<file path="config.mk">
export PLATFORM = sky130hd
export DESIGN_NAME = bldc_pwm_controller
export DESIGN_NICKNAME = d
export VERILOG_FILES = /design/src/rtl/bldc_pwm_controller.sv
export SDC_FILE = /design/constraint.sdc
export NUM_CORES = 1
export LEC_CHECK = 0
export CORE_AREA = 2 2 127 129
export DETAILED_ROUTE_END_ITERATION = 6
export DIE_AREA = 0 0 129 131
export GPL_TIMING_DRIVEN = 1
export PLACE_DENSITY = 0.71
export SETUP_SLACK_MARGIN = 0.5
export SLEW_MARGIN = 15
export SYNTH_ARGS = -nofsm -noshare
export SYNTH_HDL_FRONTEND = slang
export SYNTH_SLANG_ARGS = --single-unit
</file>
<file path="constraint.sdc">
create_clock -name clk -period 4.7 [get_ports clk]
set_input_delay 0.94 -clock clk [delete_from_list [all_inputs] [get_ports clk]]
set_output_delay 0.94 -clock clk [all_outputs]
set_load 0.01 [all_outputs]
</file>
<file path="src/rtl/bldc_pwm_controller.sv">
// BLDC drive sequencer: command handshake, soft-ramped PWM pair with forced
// ramp-down and dead-time on reversal, and a quadrature position decoder.
module bldc_pwm_controller #(
    parameter int unsigned DATA_WIDTH = 16,
    parameter int unsigned PWM_PERIOD = 100,
    parameter int unsigned DEADTIME   = 8,
    parameter int unsigned RAMP_STEP  = 1
) (
    input  logic                  clk,
    input  logic                  reset,
    input  logic                  cmd_valid,
    output logic                  cmd_ready,
    input  logic [DATA_WIDTH-1:0] cmd_duty,
    input  logic                  cmd_dir,
    output logic                  motor_positive,
    output logic                  motor_negative,
    input  logic                  encoder_a,
    input  logic                  encoder_b,
    output logic [DATA_WIDTH-1:0] position,
    output logic                  enc_error,
    output logic [1:0]            state
);

    localparam logic [DATA_WIDTH-1:0] PeriodW  = DATA_WIDTH'(PWM_PERIOD);
    localparam logic [DATA_WIDTH-1:0] LastCnt  = DATA_WIDTH'(PWM_PERIOD - 1);
    localparam logic [DATA_WIDTH-1:0] StepW    = DATA_WIDTH'(RAMP_STEP);
    localparam int unsigned           DeadW    = (DEADTIME > 1) ? $clog2(DEADTIME) : 1;
    localparam logic [DeadW-1:0]      DeadLast = DeadW'(DEADTIME - 1);

    typedef enum logic [1:0] {
        StIdle     = 2'd0,
        StRun      = 2'd1,
        StRampDown = 2'd2,
        StDead     = 2'd3
    } state_e;

    state_e                r_state;
    logic [DATA_WIDTH-1:0] r_pwm_cnt;
    logic [DATA_WIDTH-1:0] r_cur_duty;
    logic [DATA_WIDTH-1:0] r_tgt_duty;
    logic [DATA_WIDTH-1:0] r_pend_duty;
    logic                  r_pend_dir;
    logic                  r_cur_dir;
    logic [DeadW-1:0]      r_dead_cnt;
    logic                  r_mot_pos;
    logic                  r_mot_neg;

    logic [1:0]            r_enc_meta;
    logic [1:0]            r_enc_sync;
    logic [1:0]            r_enc_prev;
    logic [DATA_WIDTH-1:0] r_position;
    logic                  r_enc_error;

    logic [DATA_WIDTH-1:0] w_clamped;
    logic [DATA_WIDTH-1:0] w_ramp_next;
    logic                  w_accept;
    logic                  w_boundary;
    logic                  w_drive_on;
    logic                  w_reverse;
    logic                  w_enc_inc;
    logic                  w_enc_dec;
    logic                  w_enc_err;

    assign cmd_ready  = (r_state == StIdle) || (r_state == StRun);
    assign w_accept   = cmd_valid && cmd_ready;
    assign w_clamped  = (cmd_duty > PeriodW) ? PeriodW : cmd_duty;
    assign w_boundary = (r_pwm_cnt == LastCnt);
    assign w_drive_on = (r_pwm_cnt < r_cur_duty) && ((r_state == StRun) || (r_state == StRampDown));
    assign w_reverse  = (cmd_dir != r_cur_dir) && (r_cur_duty != '0);

    // One ramp step toward the target, landing exactly on it
    always_comb begin
        w_ramp_next = r_cur_duty;
        if (r_cur_duty < r_tgt_duty) begin
            if ((r_tgt_duty - r_cur_duty) <= StepW) w_ramp_next = r_tgt_duty;
            else                                    w_ramp_next = r_cur_duty + StepW;
        end else if (r_cur_duty > r_tgt_duty) begin
            if ((r_cur_duty - r_tgt_duty) <= StepW) w_ramp_next = r_tgt_duty;
            else                                    w_ramp_next = r_cur_duty - StepW;
        end
    end

    always_ff @(posedge clk or negedge reset) begin
        if (!reset) begin
            r_state     <= StIdle;
            r_pwm_cnt   <= '0;
            r_cur_duty  <= '0;
            r_tgt_duty  <= '0;
            r_pend_duty <= '0;
            r_pend_dir  <= 1'b1;
            r_cur_dir   <= 1'b1;
            r_dead_cnt  <= '0;
            r_mot_pos   <= 1'b0;
            r_mot_neg   <= 1'b0;
        end else begin
            r_mot_pos <= w_drive_on && r_cur_dir;
            r_mot_neg <= w_drive_on && !r_cur_dir;
            unique case (r_state)
                StIdle: begin
                    r_pwm_cnt <= '0;
                    if (w_accept && (w_clamped != '0)) begin
                        r_cur_dir  <= cmd_dir;
                        r_tgt_duty <= w_clamped;
                        r_state    <= StRun;
                    end
                end
                StRun: begin
                    r_pwm_cnt <= w_boundary ? '0 : r_pwm_cnt + 1'b1;
                    if (w_boundary) r_cur_duty <= w_ramp_next;
                    if (w_accept && w_reverse) begin
                        r_pend_duty <= w_clamped;
                        r_pend_dir  <= cmd_dir;
                        r_tgt_duty  <= '0;
                        r_state     <= StRampDown;
                    end else if (w_accept) begin
                        // Outputs are low whenever cur_duty is 0, so direction may follow freely
                        r_tgt_duty <= w_clamped;
                        r_cur_dir  <= cmd_dir;
                        if (w_boundary && (w_ramp_next == '0) && (w_clamped == '0))
                            r_state <= StIdle;
                    end else if (w_boundary && (w_ramp_next == '0) && (r_tgt_duty == '0)) begin
                        r_state <= StIdle;
                    end
                end
                StRampDown: begin
                    r_pwm_cnt <= w_boundary ? '0 : r_pwm_cnt + 1'b1;
                    if (w_boundary) begin
                        r_cur_duty <= w_ramp_next;
                        if (w_ramp_next == '0) begin
                            r_dead_cnt <= '0;
                            r_state    <= StDead;
                        end
                    end
                end
                StDead: begin
                    r_pwm_cnt <= '0;
                    if (r_dead_cnt == DeadLast) begin
                        r_cur_dir  <= r_pend_dir;
                        r_tgt_duty <= r_pend_duty;
                        r_state    <= (r_pend_duty != '0) ? StRun : StIdle;
                    end else begin
                        r_dead_cnt <= r_dead_cnt + 1'b1;
                    end
                end
                default: r_state <= StIdle;
            endcase
        end
    end

    // Pair is {A, B}; forward order is 00 -> 10 -> 11 -> 01 -> 00
    always_comb begin
        w_enc_inc = 1'b0;
        w_enc_dec = 1'b0;
        w_enc_err = 1'b0;
        case ({r_enc_prev, r_enc_sync})
            4'b00_10, 4'b10_11, 4'b11_01, 4'b01_00: w_enc_inc = 1'b1;
            4'b00_01, 4'b01_11, 4'b11_10, 4'b10_00: w_enc_dec = 1'b1;
            4'b00_11, 4'b11_00, 4'b10_01, 4'b01_10: w_enc_err = 1'b1;
            default: ;
        endcase
    end

    always_ff @(posedge clk or negedge reset) begin
        if (!reset) begin
            r_enc_meta  <= '0;
            r_enc_sync  <= '0;
            r_enc_prev  <= '0;
            r_position  <= '0;
            r_enc_error <= 1'b0;
        end else begin
            r_enc_meta <= {encoder_a, encoder_b};
            r_enc_sync <= r_enc_meta;
            r_enc_prev <= r_enc_sync;
            if (w_enc_inc)      r_position <= r_position + 1'b1;
            else if (w_enc_dec) r_position <= r_position - 1'b1;
            if (w_enc_err) r_enc_error <= 1'b1;
        end
    end

    assign motor_positive = r_mot_pos;
    assign motor_negative = r_mot_neg;
    assign position       = r_position;
    assign enc_error      = r_enc_error;
    assign state          = r_state;

endmodule

</file>
=== Word level (Yosys, flattened, before mapping) ===
Cells that the tools add are included.
W data, S select, Z words.

* Register bits: 96
* Logic and storage cells: 127
* Input bits: 22

* Eq/ne operators: 28
* Reduce and logical (&&, ||, !) cells: 34
* Muxes and demuxes: 36
* $lt $le $gt $ge: 6
* Add/subtract/negate cells: 8

{| class="wikitable"
|+ Operators by type and width
! kind !! count
|-
| $mux W16 || 12
|-
| $add A16 B1 Y16 const B || 3
|-
| $logic_not A16 Y1 || 3
|-
| $pmux W16 S3 || 1
|-
| $reduce_bool A16 Y1 || 3
|-
| $le A16 B1 Y1 const B || 2
|-
| $lt A16 B16 Y1 || 2
|-
| $pmux W16 S2 || 1
|-
| $sub A16 B1 Y16 const B || 2
|-
| $sub A16 B16 Y16 || 2
|-
| $eq A4 B4 Y1 const B || 6
|-
| $eq A16 B7 Y1 const B || 1
|-
| $gt A16 B16 Y1 || 1
|-
| $gt A16 B7 Y1 const B || 1
|-
| $mux W2 || 8
|-
| $eq A4 B3 Y1 const B || 3
|-
| $reduce_or A4 Y1 || 3
|-
| $logic_and A1 B1 Y1 || 10
|-
| $ne A2 B2 Y1 const B || 5
|-
| $mux W3 || 3
|-
| $eq A4 B2 Y1 const B || 2
|-
| $mux W1 || 8
|-
| $ne A4 B2 Y1 const B || 2
|-
| $pmux W2 S4 || 1
|-
| 20 further kinds || 27
|}

=== Longest topological paths before layout ===
Gate-level depths: netlist (run 1).

* Word-level depth: 12
* Depth in mapped cells: 21
* Gate-level depth less buffers: 18

=== Least setup slack after synthesis (run 1) ===
OpenSTA, ideal clock, no wires.

* Kind: reg-to-reg
* Start: reg r_cur_duty[0]
* End: reg (tool-made name)
* Path buffers: 2
* Arrival time: 4.252 ns
* Period minus slack after synthesis: 4.332 ns
* Required time: 4.620 ns
* Library setup time: 0.080 ns
* Stages on the path, launching flop included: 20
* Path slack: 0.368 ns
* Path through: dfrtp_1 > clkinv_1 > ha_1 > fa_1 > nor2b_1 > o31a_1 > a21oi_1 > o2111ai_1 > o31ai_1 > nor4_4 > and2_1 > buf_6 > buf_6 > nand4_1 > o311ai_0 > a31oi_1 > or4_4 > o32ai_2 > and3_1 > mux2i_1

{| class="wikitable"
|+ RTL lines
! element !! line !! text
|-
| start: declaration || 39 || <nowiki>logic [DATA_WIDTH-1:0] r_cur_duty;</nowiki>
|-
| start signal: assignment || 109 || <nowiki>if (w_boundary) r_cur_duty <= w_ramp_next;</nowiki>
|-
| start signal: assignment || 128 || <nowiki>r_cur_duty <= w_ramp_next;</nowiki>
|}

==> results.md, run 1 <==
- Cell count after synthesis: between 1,000 and 1,500
- Pwr per Cell Area: roughly 250 mW/mm2
- Worst hold path class: register to register
- Setup TNS: 0 ns
- Most used cell, CP: buf_6
- CTS max path bufs: 2
- Slowest stage cell, crit path: dfrtp_1
- Synth top area share: 0.2819
- Area of the multi-input gates: roughly 0.006 mm2
- Placer Congestion: ~1.0
- Worst slack, placed: 0.03181 ns
- Min-delay src: r_enc_meta[0]$_DFF_PN0_
- Post-synth top cells: nand2_1, nor2_1, dfrtp_1, ha_1
- I/O pins: 44
- Antenna cells: 0
- Post-DP HPWL: 19,310 um
- Core Area: about 0.016 mm2
- Area Growth Syn to Fin: 23.09%
- Fin. max-slew vios: 0
- Tmin final: ~4.4 ns
- Cell variety after synth: 82
- GR Util met1: 0.4235
- Slew margin rel.: 0.3061
- Non-filler instance count after layout: about 1,300
- Flop2flop setup slack: ~0.26 ns
- RSZ-0062 raised after global routing: true
- Layout cell share with drive strength beyond 1: 0.1993
- Fin Clk Skew: between 0.01 and 0.015 ns
- Final Hold Vio Count: 0
- Final worst-path cycle share: 0.9439
- Total Routing Usage GR: 0.3188
- Post-synth EDFFs: 0
- Area of the die: 0.01690 mm2
- Clock transition at the registers of the reported paths: approximately 0.070 ns
- 1st-iter DRT viols: 1,081
- Die Ht: ~130 um
- Avg WL per Cell: ~19 um
- Row cnt: 46
- Max-cap violations: 0
- Crit Path Max Fanout: 7
- FF-to-FF path depth: 19
- Peak supply drop: about 230 uV
- CTS root buffer: clkbuf_16
- R2r startpoint: r_tgt_duty[0]$_DFFE_PN0P_
- CTS sink cnt: 96
- Crit path launch type: register
- WP data arrival: ~4.7 ns
- Crit-path cells: buf_6, ha_4, fa_2, nor2b_4, o31a_1, buf_6, nor4_2, o21ai_2, xnor2_1, o2111a_2, buf_6, nand2_4, a211o_1, a22o_1, nor4_4, nand4_1, o32ai_4, and3_4, mux2i_1
- Initial antenna violation count: 0
- Final core occ: 0.6584
- Number of placed cells counting well taps: approximately 1,300
- Nets: between 1,000 and 1,500
- Final wirelength: 25,940 um
- Leak Pwr: 4.473 nW
- Sequential share of the synthesized area: 0.2882
- Port-buffer cells: 43
- WHS Endpoint: r_enc_sync[0]$_DFF_PN0_
- Die span in x: 129 um
- WHS Path Cells: 0
- Synth Register Bits: 96
- CTS tree: done
- Crit-path max cell delay: ~0.41 ns
- Initial core utilization: 0.5349
- Synthesized area: 0.008343 mm2
- Number of buffers created by CTS: 9
- H-tree levels: 3
- Vias: about 8,400
- Critical path class: register to register
- Final Hold Slack: roughly 0.35 ns
- Cell taking the most area after synthesis: dfrtp_1
- Asr flop ratio synth: 1.000
- Clk_lat worst skew: between 0.3 and 0.4 ns
- CP endpoint kind: register
- Number of global-route vias before repair: roughly 8,000
- Post-synthesis net count: ~1,100
- DR DRC count: 0
- Drt pass-1 iters: 6
- Congestion Overflow GR: 0
- # setup viols final: 0
- Largest net degree at the start of global routing: 81
- GR Util met3: 0.05497
- Reg area: approximately 0.0024 mm2
- Status: finished clean
- Fmax: 225.4 MHz
- Average size of a mapped cell: 8.124 um2
- Synth top area cells: dfrtp_1, ha_1, nand2_1, nor2_1, a21oi_1
- Min setup slack post-route: 0.2636 ns
- Worst Tran Pin Value: approximately 1.0 ns
- Top_reg_cell synth: dfrtp_1
- Final ANT Viol Nets: 0
- Ys Warns: 0
- First-pass GRT wire length: 41,990 um
- WP data required: 4.97 ns
- FILL cells: ~1,300
- Vias/cell: about 6.2
- Top Usage Layer GRT: met2
- GR Util met2: 0.4961
cells in the final DEF (no fill, tap or decap), types with 11 or more instances in the layout:
master           count
a21o_1              25
a21oi_1             63
a31oi_1             13
and2_1              13
and3_1              12
buf_4               82
clkdlybuf4s50_1     42
dfrtp_1             84
ha_1                54
inv_1               48
inv_2               12
mux2i_1             11
nand2_1             99
nand3_1             31
nand4_1             21
nor2_1              99
nor3_1              28
nor4_1              12
o21a_1              11
o21ai_0             62
o31ai_1             11
xnor2_1             32
xor2_1              18
sequential cells by signal, summed over array words and instances (netlist names), named ones only:
name            count
r_cur_dir           1
r_tgt_duty         16
r_enc_sync          2
position           16
motor_negative      1
r_pend_dir          1
enc_error           1
motor_positive      1
r_enc_prev          2
r_cur_duty         16
r_enc_meta          2
state               1
r_dead_cnt          3
r_pwm_cnt          16
r_pend_duty        16
cell families after synthesis:
kind of cell,synth area share
AO/OA/AOI/OAI,0.2535
flip-flops,0.2882
AND/OR/NAND/NOR,0.2136
buffers and inverters,0.05804
adder cells (fa/ha/maj),0.1122
XOR/XNOR,0.05459
multiplexers,0.01995
critical path: cells and delay by family (launching register included):
kind,cells,cell delay (ns)
AOI/OAI and AO/OA,6,1.60
DFF,1,0.41
and+or+nand+nor,6,0.97
buffers and inverters,3,0.43
muxes,1,0.18
xor gates and xnor gates,1,0.19
adders and majority gates,2,0.57
report_power, final:
| part | switching (mW) | internal (mW) | leakage, nW |
|---|---|---|---|
| Combinational | 0.362 | 0.382 | 3.11 |
| Sequential | 0.0626 | 0.901 | 1.20 |
| Clock | 0.328 | 0.524 | 0.161 |
layer usage:
layer  share of wire  routed length, um
met1            0.42              10870
met5               0                  0
met4           0.055               1423
met2            0.44              11540
met3           0.081               2112
per-stage QoR:
stage / power, mW / area, um2
final: 2.560 / 10270
after global routing: 2.719 / 10270
after CTS: 2.577 / 10070
after detailed placement: 1.722 / 9388
after global placement: 1.698 / 9388
after floorplan: 1.453 / 8367
final cells by class:
class / instances / area share
inverter: 63 / 0.02327
clock inverter: 6 / 0.01133
tap: 216 / 0.02632
clock buffer: 10 / 0.02230
sequential: 96 / 0.2354
multi-input combinational: 822 / 0.5709
timing repair buffer: 132 / 0.1105
repair_timing:
item | 4_1_cts | 5_1_grt
buffers inserted | 8 | 8
gates resized for setup | 66 | 44
pin swaps | 21 | 25
endpoints found under the setup margin | 5 | 7
hold buffers | 0 | 0
gates cloned | 1 | 0
worst max path at each step:
stage                                     end  cells after the start                 startpoint
floorplan                            register                     19  r_cur_duty[8]$_DFFE_PN0P_
global placement                     register                     17  r_cur_duty[9]$_DFFE_PN0P_
detailed placement                   register                     17  r_cur_duty[9]$_DFFE_PN0P_
CTS                                  register                     18  r_tgt_duty[0]$_DFFE_PN0P_
global route        r_dead_cnt[1]$_DFFE_PN0P_                     21  r_tgt_duty[0]$_DFFE_PN0P_
finish                               register                     19  r_tgt_duty[0]$_DFFE_PN0P_
Power figures use the tool's default switching activity.
==> inputs of run 2 (changes only) <==
Settings changed: CORE_AREA 2 2 127 129 to 2 2 120 122, DIE_AREA 0 0 129 131 to 0 0 122 124, PLACE_DENSITY 0.71 to 0.78.
==> results.md, run 2 (synthesis results as in run 1) <==
- Final core occ: 0.7439 (+0.08548)
- Avg WL per Cell: 20.37 um (+5.6%)
- Logic pwr share: 0.315 (+0.024)
- Commonest cells after routing, fill and taps aside: buf_4, nand2_1, nor2_1
- Nets: 1,238 (+1.6%)
- FF-to-FF path depth: 18 (-1)
- Placer Congestion: 1.027 (-0.51%)
- DP Area: 0.009488 mm2 (+1.1%)
- Drt pass-1 iters: 7 (+1)
- Final wirelength: 27,050 um (+4.3%)
- Status: complete, but fails checks
- Area Growth Syn to Fin: 22.33%
- Area of the die: 0.01513 mm2 (-10%)
- Die Ht: 124 um (-5.3%)
- WHS Path Cells: 0 (unchanged)
- WP data arrival: 4.75 ns (+0.04 ns)
- Crit path launch type: register
- Vias/cell: 6.445 (+3.2%)
- First-pass GRT wire length: 42,160 um (+0.40%)
- Number of placed cells counting well taps: 1,297 (-1.1%)
- Number of buffers created by CTS: 9 (unchanged)
- H-tree levels: 3 (unchanged)
- Tmin final: 4.466 ns (+0.02914 ns)
- Int Power: 1.662 mW (-8.0%)
- Total Routing Usage GR: 0.3614 (+0.04267)
- Congestion Overflow GR: 0 (unchanged)
- Max-cap violations: 0 (unchanged)
- Initial core utilization: 0.6081 (+0.07322)
- Critical path class: register to register
- # setup viols final: 0 (unchanged)
- Peak supply drop: 212.1 uV (-5.8%)
- RSZ-0062 raised after global routing: true
- Non-filler instance count after layout: 1,328 (-1.3%)
- CTS sink cnt: 96 (unchanged)
- Final ANT Viol Nets: 0 (unchanged)
- Fin. max-slew vios: 0 (unchanged)
- Commonest non-fill, non-tap cell in the layout: buf_4
- Antenna cells: 0 (unchanged)
- Flop2flop setup slack: 0.23 ns (-0.03 ns)
- CTS root buffer: clkbuf_16
- I/O pins: 44 (unchanged)
- Sw Pwr: 0.8065 mW (+7.2%)
- Largest net degree at the start of global routing: 74 (-8.6%)
- WP data required: 4.98 ns (about the same)
- Reg area: 0.002412 mm2 (-0.21%)
- Fmax: 223.9 MHz (-0.65%)
- Row cnt: 43 (-6.5%)
- Crit Path Max Fanout: 6 (-1)
- CTS max path bufs: 2 (unchanged)
- CTS tree: done
- Initial antenna violation count: 0 (unchanged)
- Port-buffer cells: 43 (unchanged)
- Number of global-route vias before repair: 7,987 (-0.17%)
- Final worst-path cycle share: 0.9501 (+0.006199)
- Clk_lat worst skew: 0.36 ns (about the same)
- Sw frac: 0.3267 (+0.03270)
- Worst slack, placed: -0.01619 ns (-0.04800 ns)
- Layout cell share with drive strength beyond 1: 0.2038 (+0.004541)
- Fin Clk Skew: 0.01307 ns (-0.0004334 ns)
- Post-layout instance area: 0.01021 mm2 (-0.62%)
- Clock Power Share: 0.294 (-0.039)
- Worst hold path class: register to register
- Failing checks: design-rule violations
- Pwr per Cell Area: 241.9 mW/mm2 (-3.0%)
- Area of the multi-input gates: 0.005772 mm2 (-1.6%)
- Min setup slack post-route: 0.2344 ns (-0.02914 ns)
- 1st-iter DRT viols: 871 (-19%)
- Clock transition at the registers of the reported paths: 0.07 ns (about the same)
- Core Area: 0.01372 mm2 (-12%)
- CP endpoint kind: register
- Post-CTS Hold Buffers: 0 (unchanged)
- Leak Pwr: 4.489 nW (+0.37%)
- Final Hold Vio Count: 0 (unchanged)
- Post-DP HPWL: 20,070 um (+3.9%)
- DR DRC count: 1 (+1)
- Worst Tran Pin Value: 1.074 ns (+0.03525 ns)
- Flop pwr share: 0.391 (+0.014)
- FILL cells: 1,017 (-22%)
- Vias: 8,559 (+1.9%)
- Slew margin rel.: 0.2826 (-0.02356)
- Die span in x: 122 um (-5.4%)
[run 2: layout make-up]
class                      instances  area share
clock buffer                       9     0.02207
clock inverter                     7    0.006130
inverter                          63     0.02342
multi-input combinational        821      0.5655
sequential                        96      0.2364
tap                              180     0.02207
timing repair buffer             152      0.1244
[run 2: critical path, cell delays in order (launching register included)]
cell and delay (ns):
dfrtp_1 0.40, ha_2 0.41, buf_4 0.17, and3_1 0.19
o21a_1 0.23, buf_4 0.17, o22ai_1 0.08, a21oi_1 0.23
o21ai_2 0.11, nor4_4 0.29, buf_4 0.19, nand2_1 0.12
o21ai_1 0.14, o311a_1 0.24, a32oi_1 0.12, or4_4 0.60
o32ai_4 0.28, and3_4 0.23, mux2i_1 0.17
[run 2: through the flow]
step,TNS (ns),hold WS (ns),power [mW]
6_report,0,0.3464,2.468
5_1_grt,0,0.3588,2.621
4_1_cts,0,0.3501,2.449
3_5_place_dp,-0.01619,0.3347,1.725
3_3_place_gp,0,0.3348,1.694
2_1_floorplan,0,0.3312,1.453
[run 2: repair_timing]
action	in CTS	in global routing
endpoints found under the setup margin	5	7
pin swaps	11	8
buffers inserted	10	5
resized for setup	69	14
hold endpoints to repair	0	0
[run 2: worst paths after layout]
check,from,endpoint
max in group asynchronous,reset,r_cur_duty[13]$_DFFE_PN0P_
max reg2reg,r_tgt_duty[2]$_DFFE_PN0P_,register
min in group asynchronous,reset,position[0]$_DFFE_PN0P_
max,r_tgt_duty[2]$_DFFE_PN0P_,register
min reg2reg,r_enc_meta[0]$_DFF_PN0_,r_enc_sync[0]$_DFF_PN0_
min,r_enc_meta[0]$_DFF_PN0_,r_enc_sync[0]$_DFF_PN0_
[run 2: metal layers]
| layer | track usage | part of all wire | up-vias |
|---|---|---|---|
| met1 | 0.4773 | 0.41 | 4045 |
| met4 | 0.1789 | 0.050 | 0 |
| met2 | 0.5800 | 0.46 | 453 |
| li1 | - | - | 3955 |
| met3 | 0.05632 | 0.078 | 106 |
| met5 | 0 | 0 | - |
[run 2: power groups by stage]
stage	Sequential [mW]	Combinational [mW]	Clock (mW)
4_1_cts	0.964	0.757	0.728
3_5_place_dp	0.980	0.746	0
2_1_floorplan	1.00	0.452	0
6_report	0.965	0.779	0.725
5_1_grt	0.973	0.875	0.772
3_3_place_gp	0.977	0.717	0
==> inputs of run 3 (changes only) <==
Settings changed: CTS_BUF_LIST set to sky130_fd_sc_hd__clkbuf_16.
==> results of run 3 <==
No change in the layout: final DEF, timing and power equal those of run 2.
==> edit, RTL diff (config.mk and constraints of run 3) <==
Register the output `enc_error` once more; this adds one clock of latency there. The other outputs are not delayed to match.
--- a/src/rtl/bldc_pwm_controller.sv
+++ b/src/rtl/bldc_pwm_controller.sv
@@ -180,7 +180,9 @@
     assign motor_positive = r_mot_pos;
     assign motor_negative = r_mot_neg;
     assign position       = r_position;
-    assign enc_error      = r_enc_error;
+    always_ff @(posedge clk) begin
+        enc_error <= r_enc_error;
+    end
     assign state          = r_state;
 
 endmodule
Function: changed (Yosys sat finds a counterexample within 4 cycles, from zero or initial values and one cycle with reset low).
==> edit against run 3 <==
Sequential cell count is 1 higher. Setup slack gained 0.0049 ns. Largest cell class unchanged. Routed wire length fell by 3.4%. Highest routed layer is now met5. Final cell count decreased by 1.7%. Die area unchanged. Area after synthesis decreased by 1.7%. Cell area barely moved. Critical path depth fell by 2. Global-route usage decreased by 0.50 points. Sequential share of layout area rose by 0.15 points.
Power is not compared: it rests on default switching activity, and its combinational part moved more than twofold at a synthesized area within 25%.
==> edit: results (changes against run 3) <==
Reg2Reg Depth 16 (was 18); GRT met1 Usage 0.467 (was 0.477); Pleak 4.46 nW; CTS clock-pin slew for the worst setup and hold paths 0.08 ns; GR met2 Demand/Resource 0.577 (was 0.580); critical-path maximum fanout 7 (was 6); H-tree lvl count 3 (unchanged); Area contributors post-synth dfrtp_1 (29%), ha_1 (11%), a21oi_1 (4.4%), nor2_1 (4.3%), o21ai_0 (4.3%) (was dfrtp_1 (28%), ha_1 (10%), nand2_1 (4.5%), nor2_1 (4.5%), a21oi_1 (4.1%)); Top FF cell, synth dfrtp_1 (unchanged); dpl hpwl 19700 um (was 20100 um); routed length per instance 20.0 um (was 20.4 um); Crit path max-delay family compound AO/OA/AOI/OAI gates (was simple AND/OR/NAND/NOR gates); Slowest-stage cell, CP dfrtp_1 (was or4_4); nets 1216 (was 1238); share of cells above drive strength 1 0.200 (was 0.204); First DRT Iteration DRCs 1123 (was 871); GRT Util Overall 0.356 (was 0.361); Root Buffer clkbuf_16 (unchanged); worst reg2reg path startpoint r_tgt_duty[5] (was r_tgt_duty[2]); RePlAce Congestion 1.04 (was 1.03); Hold Crit Start r_enc_meta[1] (was r_enc_meta[0]); Synth async-reset ratio 0.990 (was 1.00); TritonRoute pass-1 iters 6 (was 7); Post-Syn Nets 1094 (was 1122); largest net degree at the start of global routing 64 (was 74); GRT met3 Usage 0.0733 (was 0.0563); Hold Path Sink r_enc_sync[1] (was r_enc_sync[0]); Slew @ Worst Pin 1.05 ns (was 1.07 ns); Synth Warn # 0 (unchanged); register area share after synthesis 0.296 (was 0.288); first-pass GRT wire length 41400 um (was 42200 um); most frequent cells after synthesis nor2_1 (95), dfrtp_1 (94), nand2_1 (73) (was nand2_1 (100), nor2_1 (100), dfrtp_1 (94)); max incr delay on CP 0.49 ns (was 0.60 ns); vias in the first global route 7888 (was 7987); clk_skew 0.00980 ns (was 0.0131 ns); status finished, final reports clean (was finished, violations left); via count 8244 (was 8559)
==> edit: changes by cell type in the layout (fill, tap and decap cells not counted), sizes merged, moves of 7 or more <==
cell    delta
a22oi     +11
buf        +9
nor3      +11
xor2       +9
a221oi    -10
a21o       -7
mux2       +8
a31oi      -8
nand2     -27
==> edit: cells by family after synthesis <==
logic type / Yosys count / synth area share
flops: 97 / 0.296
mux: 24 / 0.0313
buf+inv: 111 / 0.0540
compound gates: 269 / 0.215
xor+xnor: 65 / 0.0694
simple gates: 360 / 0.220
fa+ha+maj: 73 / 0.114
==> edit: stage by stage <==
stage	power, mW	hold WS, ns	instance area, um^2	setup WS [ns]	std cells
after floorplan	2.16	0.331	8280	0.296	999
after global placement	2.64	0.334	9430	0.109	1267
after detailed placement	2.69	0.335	9430	0.00591	1267
after CTS	3.54	0.350	10100	0.237	1302
after global routing	3.83	0.368	10200	0.0526	1306
final	3.61	0.350	10200	0.239	1306
==> edit: area by class of cell <==
class | instances | area, um^2
flip-flops and latches | 97 | 2430
inverters | 61 | 233
clock buffers | 9 | 225
multi-input cells | 791 | 5690
repair buffers | 161 | 1320
fillers | 1068 | 3520
clock inverters | 7 | 82.6
well taps | 180 | 225
==> edit: routing by layer <==
layer,routed length [um],up-vias
met5,35,-
met4,1150,2
met3,2300,97
met2,11900,413
met1,10800,3874
li1,-,3858
==> edit: how the worst max path moves through the flow <==
stage / cells after the start / endpoint / start
floorplan: 18 / flop / r_cur_duty[0]
global placement: 20 / flop / r_cur_duty[6]
detailed placement: 19 / flop / r_tgt_duty[0]
CTS: 17 / flop / r_cur_duty[0]
global route: 16 / flop / r_tgt_duty[2]
finish: 16 / flop / r_tgt_duty[5]
==> edit: repair_timing <==
| item | CTS | global route |
|---|---|---|
| resized for setup | 40 | 25 |
| setup buffers | 19 | 4 |
| pin swaps | 25 | 18 |
| setup endpoints to repair | 5 | 5 |
| hold buffers | 0 | 0 |
==> edit: power breakdown <==
group          leakage [nW]  switching (mW)  total [mW]  internal [mW]
Clock                 0.146           0.369       0.787          0.419
Combinational          3.08           0.911        1.73          0.821
Sequential             1.24           0.134        1.09          0.957
Total                  4.46            1.41        3.61           2.20
